`src/rtl/sata_prims_pkg.sv`:
```
// SATA 10b character and primitive constants shared by the OOB/link models.
// Characters are written 'a' bit first (bit 9 = a ... bit 0 = j).
package sata_prims_pkg;

    localparam int P_BITS    = 40;
    localparam int CHAR_BITS = 10;

    localparam logic [9:0] K28_5 = 10'b0011111010;
    localparam logic [9:0] K28_3 = 10'b0011110011;
    localparam logic [9:0] D10_2 = 10'b0101010101;
    localparam logic [9:0] D21_2 = 10'b1010100101;
    localparam logic [9:0] D21_4 = 10'b1010101101;
    localparam logic [9:0] D21_5 = 10'b1010101010;
    localparam logic [9:0] D23_2 = 10'b1110100101;
    localparam logic [9:0] D27_3 = 10'b0010011100;

    // char0 sits in the low slice and goes out first
    localparam logic [39:0] ALIGN_P = {D27_3, D10_2, D10_2, K28_5};
    localparam logic [39:0] SYNC_P  = {D21_5, D21_5, D21_4, K28_3};
    localparam logic [39:0] X_RDY   = {D23_2, D23_2, D21_2, K28_3};
    localparam logic [39:0] R_RDY   = {D10_2, D10_2, D21_4, K28_3};

endpackage

```
`src/rtl/alignp_transmit.sv`:
```
// Serializes a 40-bit primitive one bit per clock onto a differential pair
// while burst_en is high; holds electrical idle (both low) otherwise.
// Ports: clk, reset (async, active-high), burst_en, data_p[P_BITS-1:0],
//        tx_p / tx_n (registered differential outputs).
module alignp_transmit #(
    parameter int P_BITS    = sata_prims_pkg::P_BITS,
    parameter int CHAR_BITS = sata_prims_pkg::CHAR_BITS
) (
    input  logic              clk,
    input  logic              reset,
    input  logic              burst_en,
    input  logic [P_BITS-1:0] data_p,
    output logic              tx_p,
    output logic              tx_n
);

    localparam int IW = $clog2(P_BITS);

    logic [IW-1:0]     bit_idx;
    logic [P_BITS-1:0] frame_q;
    logic [P_BITS-1:0] src;
    logic [P_BITS-1:0] ordered;
    logic              cur_bit;

    // At index 0 the new primitive is sent straight from data_p while it
    // is being captured, so there is no extra cycle of latency.
    // ordered[k] is the k-th bit on the wire: characters low slice first,
    // each character MSB first.
    always_comb begin
        src = (bit_idx == '0) ? data_p : frame_q;
        ordered = '0;
        for (int k = 0; k < P_BITS; k++) begin
            ordered[k] = src[(k / CHAR_BITS) * CHAR_BITS
                             + CHAR_BITS - 1 - (k % CHAR_BITS)];
        end
        cur_bit = ordered[bit_idx];
    end

    always_ff @(posedge clk or posedge reset) begin
        if (reset) begin
            bit_idx <= '0;
            frame_q <= '0;
            tx_p    <= 1'b0;
            tx_n    <= 1'b0;
        end else if (burst_en) begin
            if (bit_idx == '0) begin
                frame_q <= data_p;
            end
            if (bit_idx == IW'(P_BITS - 1)) begin
                bit_idx <= '0;
            end else begin
                bit_idx <= bit_idx + IW'(1);
            end
            tx_p <= cur_bit;
            tx_n <= ~cur_bit;
        end else begin
            // truncate immediately; next burst restarts at char0 bit 0
            bit_idx <= '0;
            tx_p    <= 1'b0;
            tx_n    <= 1'b0;
        end
    end

endmodule

```
`config.mk`:
```
export PLATFORM = sky130hd
export DESIGN_NAME = alignp_transmit
export DESIGN_NICKNAME = d
export VERILOG_FILES = /design/src/rtl/sata_prims_pkg.sv /design/src/rtl/alignp_transmit.sv
export SDC_FILE = /design/constraint.sdc
export NUM_CORES = 1
export LEC_CHECK = 0
export ABC_CLOCK_PERIOD_IN_PS = 7500
export BUFFER_PORTS_ARGS = -buffer_cell sky130_fd_sc_hd__buf_2
export CORE_MARGIN = 2
export CORE_UTILIZATION = 60
export DETAILED_ROUTE_END_ITERATION = 10
export HOLD_SLACK_MARGIN = 0.08
export PLACE_DENSITY = 0.85
export SLEW_MARGIN = 20
export SYNTH_ARGS = -nofsm -noshare
export SYNTH_HDL_FRONTEND = slang
export SYNTH_SLANG_ARGS = --single-unit
```
`constraint.sdc`:
```
create_clock -name clk -period 7.5 [get_ports clk]
set_clock_uncertainty 0.15 [all_clocks]
set_input_delay 0 -clock clk [delete_from_list [all_inputs] [get_ports clk]]
set_output_delay 0 -clock clk [all_outputs]
set_load 0.01 [all_outputs]
```
== After elaboration in Yosys (flattened, before gate mapping) ==
Cells that the tools add are included.

* $mul: 0
* Bitwise operators: 1
* Div/mod/pow operators: 0
* Reduce and logical (&&, ||, !) cells: 1
* Order comparisons: 1
* Mux-type cells: 7
* Equal/unequal tests: 1
* Shift-type cells: 0
* $add $sub $neg: 1

{| class="wikitable"
|+ Operators by type and width
! operator !! number
|-
| 40-bit two-way mux || 1
|-
| 6-bit two-way mux || 2
|-
| 6-bit by 7-bit less-than comparator with 1-bit output, second input constant || 1
|-
| 6-bit by 1-bit adder with 6-bit output, second input constant || 1
|-
| 1-bit binary-select mux with 6-bit select || 1
|-
| 6-bit == test, second input constant || 1
|-
| 6-bit logical NOT || 1
|-
| 1-bit two-way mux || 3
|-
| 1-bit inverter || 1
|}

* ROM bits: 0
* Memories kept: 0
* Logic and storage cells: 16
* Flip-flop bits (word level): 48
* Input bits: 43
* Bits in writable memories: 0
* Latch bits: 0

== Logic depth before layout (Yosys ltp) ==
* Word-level depth: 6
* Mapped depth: 10
* Depth with buffers taken out: 8

== Worst setup path after synthesis ==
No wires, ideal clock.

* Path kind: reg-to-reg
* Start: reg bit_idx[0]
* End: reg tx_n
* Clock period less this slack: 2.741 ns
* Library setup time: 0.120 ns
* Data arrival time: 2.471 ns
* Path slack: 4.759 ns
* Cell stages (with the launch flop): 11
* Path buffers: 2
* Required time: 7.230 ns
* Cells stage by stage: dfrtp_1 -> clkbuf_1 -> inv_2 -> ha_1 -> nor2b_2 -> nand2_1 -> buf_2 -> a21boi_0 -> or4_1 -> a32o_1 -> and4_1

* Cells in the longest elaborated chain, start to end: 6

{| class="wikitable"
|+ Ends and longest elaborated chain
! what !! line !! text
|-
| start, declared || alignp_transmit.sv:19 || <nowiki>logic [IW-1:0] bit_idx;</nowiki>
|-
| start signal, assigned || alignp_transmit.sv:52 || <nowiki>bit_idx <= bit_idx + IW'(1);</nowiki>
|-
| 6-bit logical NOT || alignp_transmit.sv:30 || <nowiki>src = (bit_idx == '0) ? data_p : frame_q;</nowiki>
|-
| 40-bit two-way mux || - ||
|-
| 1-bit binary-select mux with 6-bit select * || alignp_transmit.sv:36 || <nowiki>cur_bit = ordered[bit_idx];</nowiki>
|-
| 1-bit two-way mux (implied by the code) * || alignp_transmit.sv:36 ||
|-
| 1-bit inverter * || alignp_transmit.sv:55 || <nowiki>tx_n <= ~cur_bit;</nowiki>
|-
| 1-bit two-way mux * || alignp_transmit.sv:45 || <nowiki>end else if (burst_en) begin</nowiki>
|-
| end signal, assigned || alignp_transmit.sv:55 ||
|-
| end, declared || alignp_transmit.sv:14 || <nowiki>output logic tx_n</nowiki>
|}

Every way passes the cells marked *; elsewhere a longest branch is shown, timed or not. The select of a mux whose other input is x is not followed.
A chain may end at the register's enable or synchronous reset.

== Worst setup path in the final report ==
* Start: reg bit_idx[1]
* End: reg tx_n

The elaborated chain is that of the path after synthesis.

==> results.ini <==
[worst_setup_path]
regToRegSetupSlack_ns=3.70
path_class=flop to flop
reg2reg_depth=8
path_delay_family=simple AND/OR/NAND/NOR gates
cp.buffers_inverters=1
slowest_delay_ns=0.87
crit_start=bit_idx[1]
worst_setup_path_start_kind=flop
worstPathCellList=clkinv_1 > ha_1 > nor2b_2 > nand2_1 > mux4_2 > a221oi_1 > or4_1 > and4_1
r2r_start=bit_idx[1]
critPathCaptureType=flop
worstPathArrival_ns=3.89
critPathMaxFanout=23
critical_path_required_ns=7.58
critPathSlowestCell=dfrtp_1
cp.depth=8

[floorplan]
start_util_pct=61.3
coreArea_sq_um=4260
die_area_sq_um=4900
die_y_um=70.0
ios=45
num_rows=24
die_w_um=70.0

[synthesis]
synth.area.top_cells=dfrtp_1 46%, mux2_2 19%, mux4_2 2.6%
synth_flop_cell=dfrtp_1
yosysMostFrequentCell=dfrtp_1
yosysSeqAreaShare_pct=45.9
synthCells=225
synth-edff-count=0
synth-async-reset-ratio_pct=100
synthesis.nets=270
synth_top_area_share_pct=45.9
ys_types=50
synth_warnings=0
ys_ff_latch=48
syn_avg_cell_area_sq_um=11.6
yosys.area.top_type=dfrtp_1
synthTopCellsByCount=48 x dfrtp_1, 43 x mux2_2, 13 x nand2_1
syn_area_sq_um=2620

[pwr]
ir_drop_uv=156
p_leak_nw=1.45
power.total_mw=0.702
power_density_nw_per_um2=210

[cells_and_area]
final_nets=349
area_growth_syn_to_layout_pct=28.0
layoutNonFillerInstCount=357
drive_gt1_share_pct=34.8
fin_util_pct=78.5
diodes=0

[clocking]
cts_root_buffer=clkbuf_8
clockBufferDepth=2
cts_resized=0
clk_pin_slew_ns=0.08
cts_inserted_buffers=5
cts_hold_buf=42
cts_setup_buffers=0
insertion_delay_ns=0.29
h-tree-depth=2
clkSinkCount=48
tritoncts=yes

[timing]
fmax_mhz=263
hold_viol_final=0
slew_headroom_pct=37.5
period_minus_slack_ns=3.80
rsz0062_at_grt=no
setup_viol=0
finalMaxSlewViolations=0
period_share_pct=50.7
max_slew.worst_pin.slew_ns=0.933
setup_tns_ns=0

[placed_design]
portBuffers=44
dp.cells=307
hpwl_um=4030
gp_congestion=0.869

[global_routing]
grtUsageTotal_pct=27.4
overflow=0
first_global_vias=2189
grt_pass1_wl_um=10600
grt_max_degree=49
antenna_found_initial=0

[outcome]
status=completed

[detailed_routing]
vias=2116
antenna_left=0
finalWirelength_um=6330
first_pass_iters=4
wl_per_cell_um=17.7
initialDrtViolationCount=228
route.detailed.drc=0
vias_per_cell=5.93

[hold_path]
hold_path.class=input port to async pin

[job]
cap_violations=0

worst min-delay path: cells and delay by family:
kind                   cells  cell delay [ns]
buffers and inverters      3             1.19
registers in the layout (all words and copies together), names as in the netlist:
signal and count:
frame_q 40, tx_n 1, tx_p 1, bit_idx 6
metal layers:
| metal | GRT usage [%] | vias up | share of wire [%] |
|---|---|---|---|
| li1 | - | 998 | - |
| met1 | 36.8 | 1015 | 43 |
| met2 | 45.0 | 83 | 49 |
| met3 | 4.18 | 20 | 5.0 |
| met4 | 10.9 | 0 | 3.0 |
| met5 | 0 | - | 0 |
logic make-up (layout without fill, tap and decap cells):
group	after synthesis	count (layout)	share of synthesized area (%)
fa+ha+maj	2	2	0.957
mux	50	50	22.6
simple gates	60	60	12.9
compound gates	41	41	12.7
xor+xnor	4	4	1.34
buf+inv	20	100	3.49
flops	48	48	45.9
placed cells by master, fill, tap and decap left out, types with 2 or more instances in the layout:
cell	count
dfrtp_1	48
buf_2	44
mux2_2	43
dlygate4sd3_1	42
nand2_1	13
nor2_1	11
nand2b_1	7
o21ai_0	7
and3_1	7
clkbuf_8	6
nand3_1	5
a21oi_1	5
a211oi_1	5
mux2i_1	4
nor3_1	4
a31oi_1	4
xor2_1	3
mux4_2	3
inv_1	2
and4_1	2
a22oi_1	2
a2111oi_0	2
a21boi_0	2
or4_1	2
o221ai_1	2
ha_1	2
clkbuf_1	2
worst paths after layout:
check | to
worst max-delay path | tx_n
worst min-delay path | frame_q[39]
worst max register to register | tx_n
worst min register to register | frame_q[5]
max in group asynchronous | frame_q[4]
min in group clk | frame_q[31]
per-stage QoR:
step | setup WS [ns] | cell area [sq um] | hold slack (ns)
finish | 3.70 | 3350 | 0.229
global route | 3.50 | 3350 | 0.307
CTS | 3.78 | 3350 | 0.310
detailed placement | 3.85 | 2840 | 0.0847
global placement | 3.95 | 2840 | 0.0811
floorplan | 4.76 | 2620 | -0.0214
where the power goes:
part | internal, mW | total, mW | switching [mW]
clock | 0.0753 | 0.157 | 0.0820
combinational | 0.109 | 0.188 | 0.0792
sequential | 0.315 | 0.356 | 0.0414
total | 0.499 | 0.702 | 0.203
cell type report:
class                   count  area, sq um
well taps                  52         65.1
flip-flops and latches     48         1200
fillers                   282          917
inverters                   5         20.0
repair buffers             87          648
multi-input cells         157         1320
clock buffers               8         90.1
Note: power is estimated with default switching activity, not from simulation.
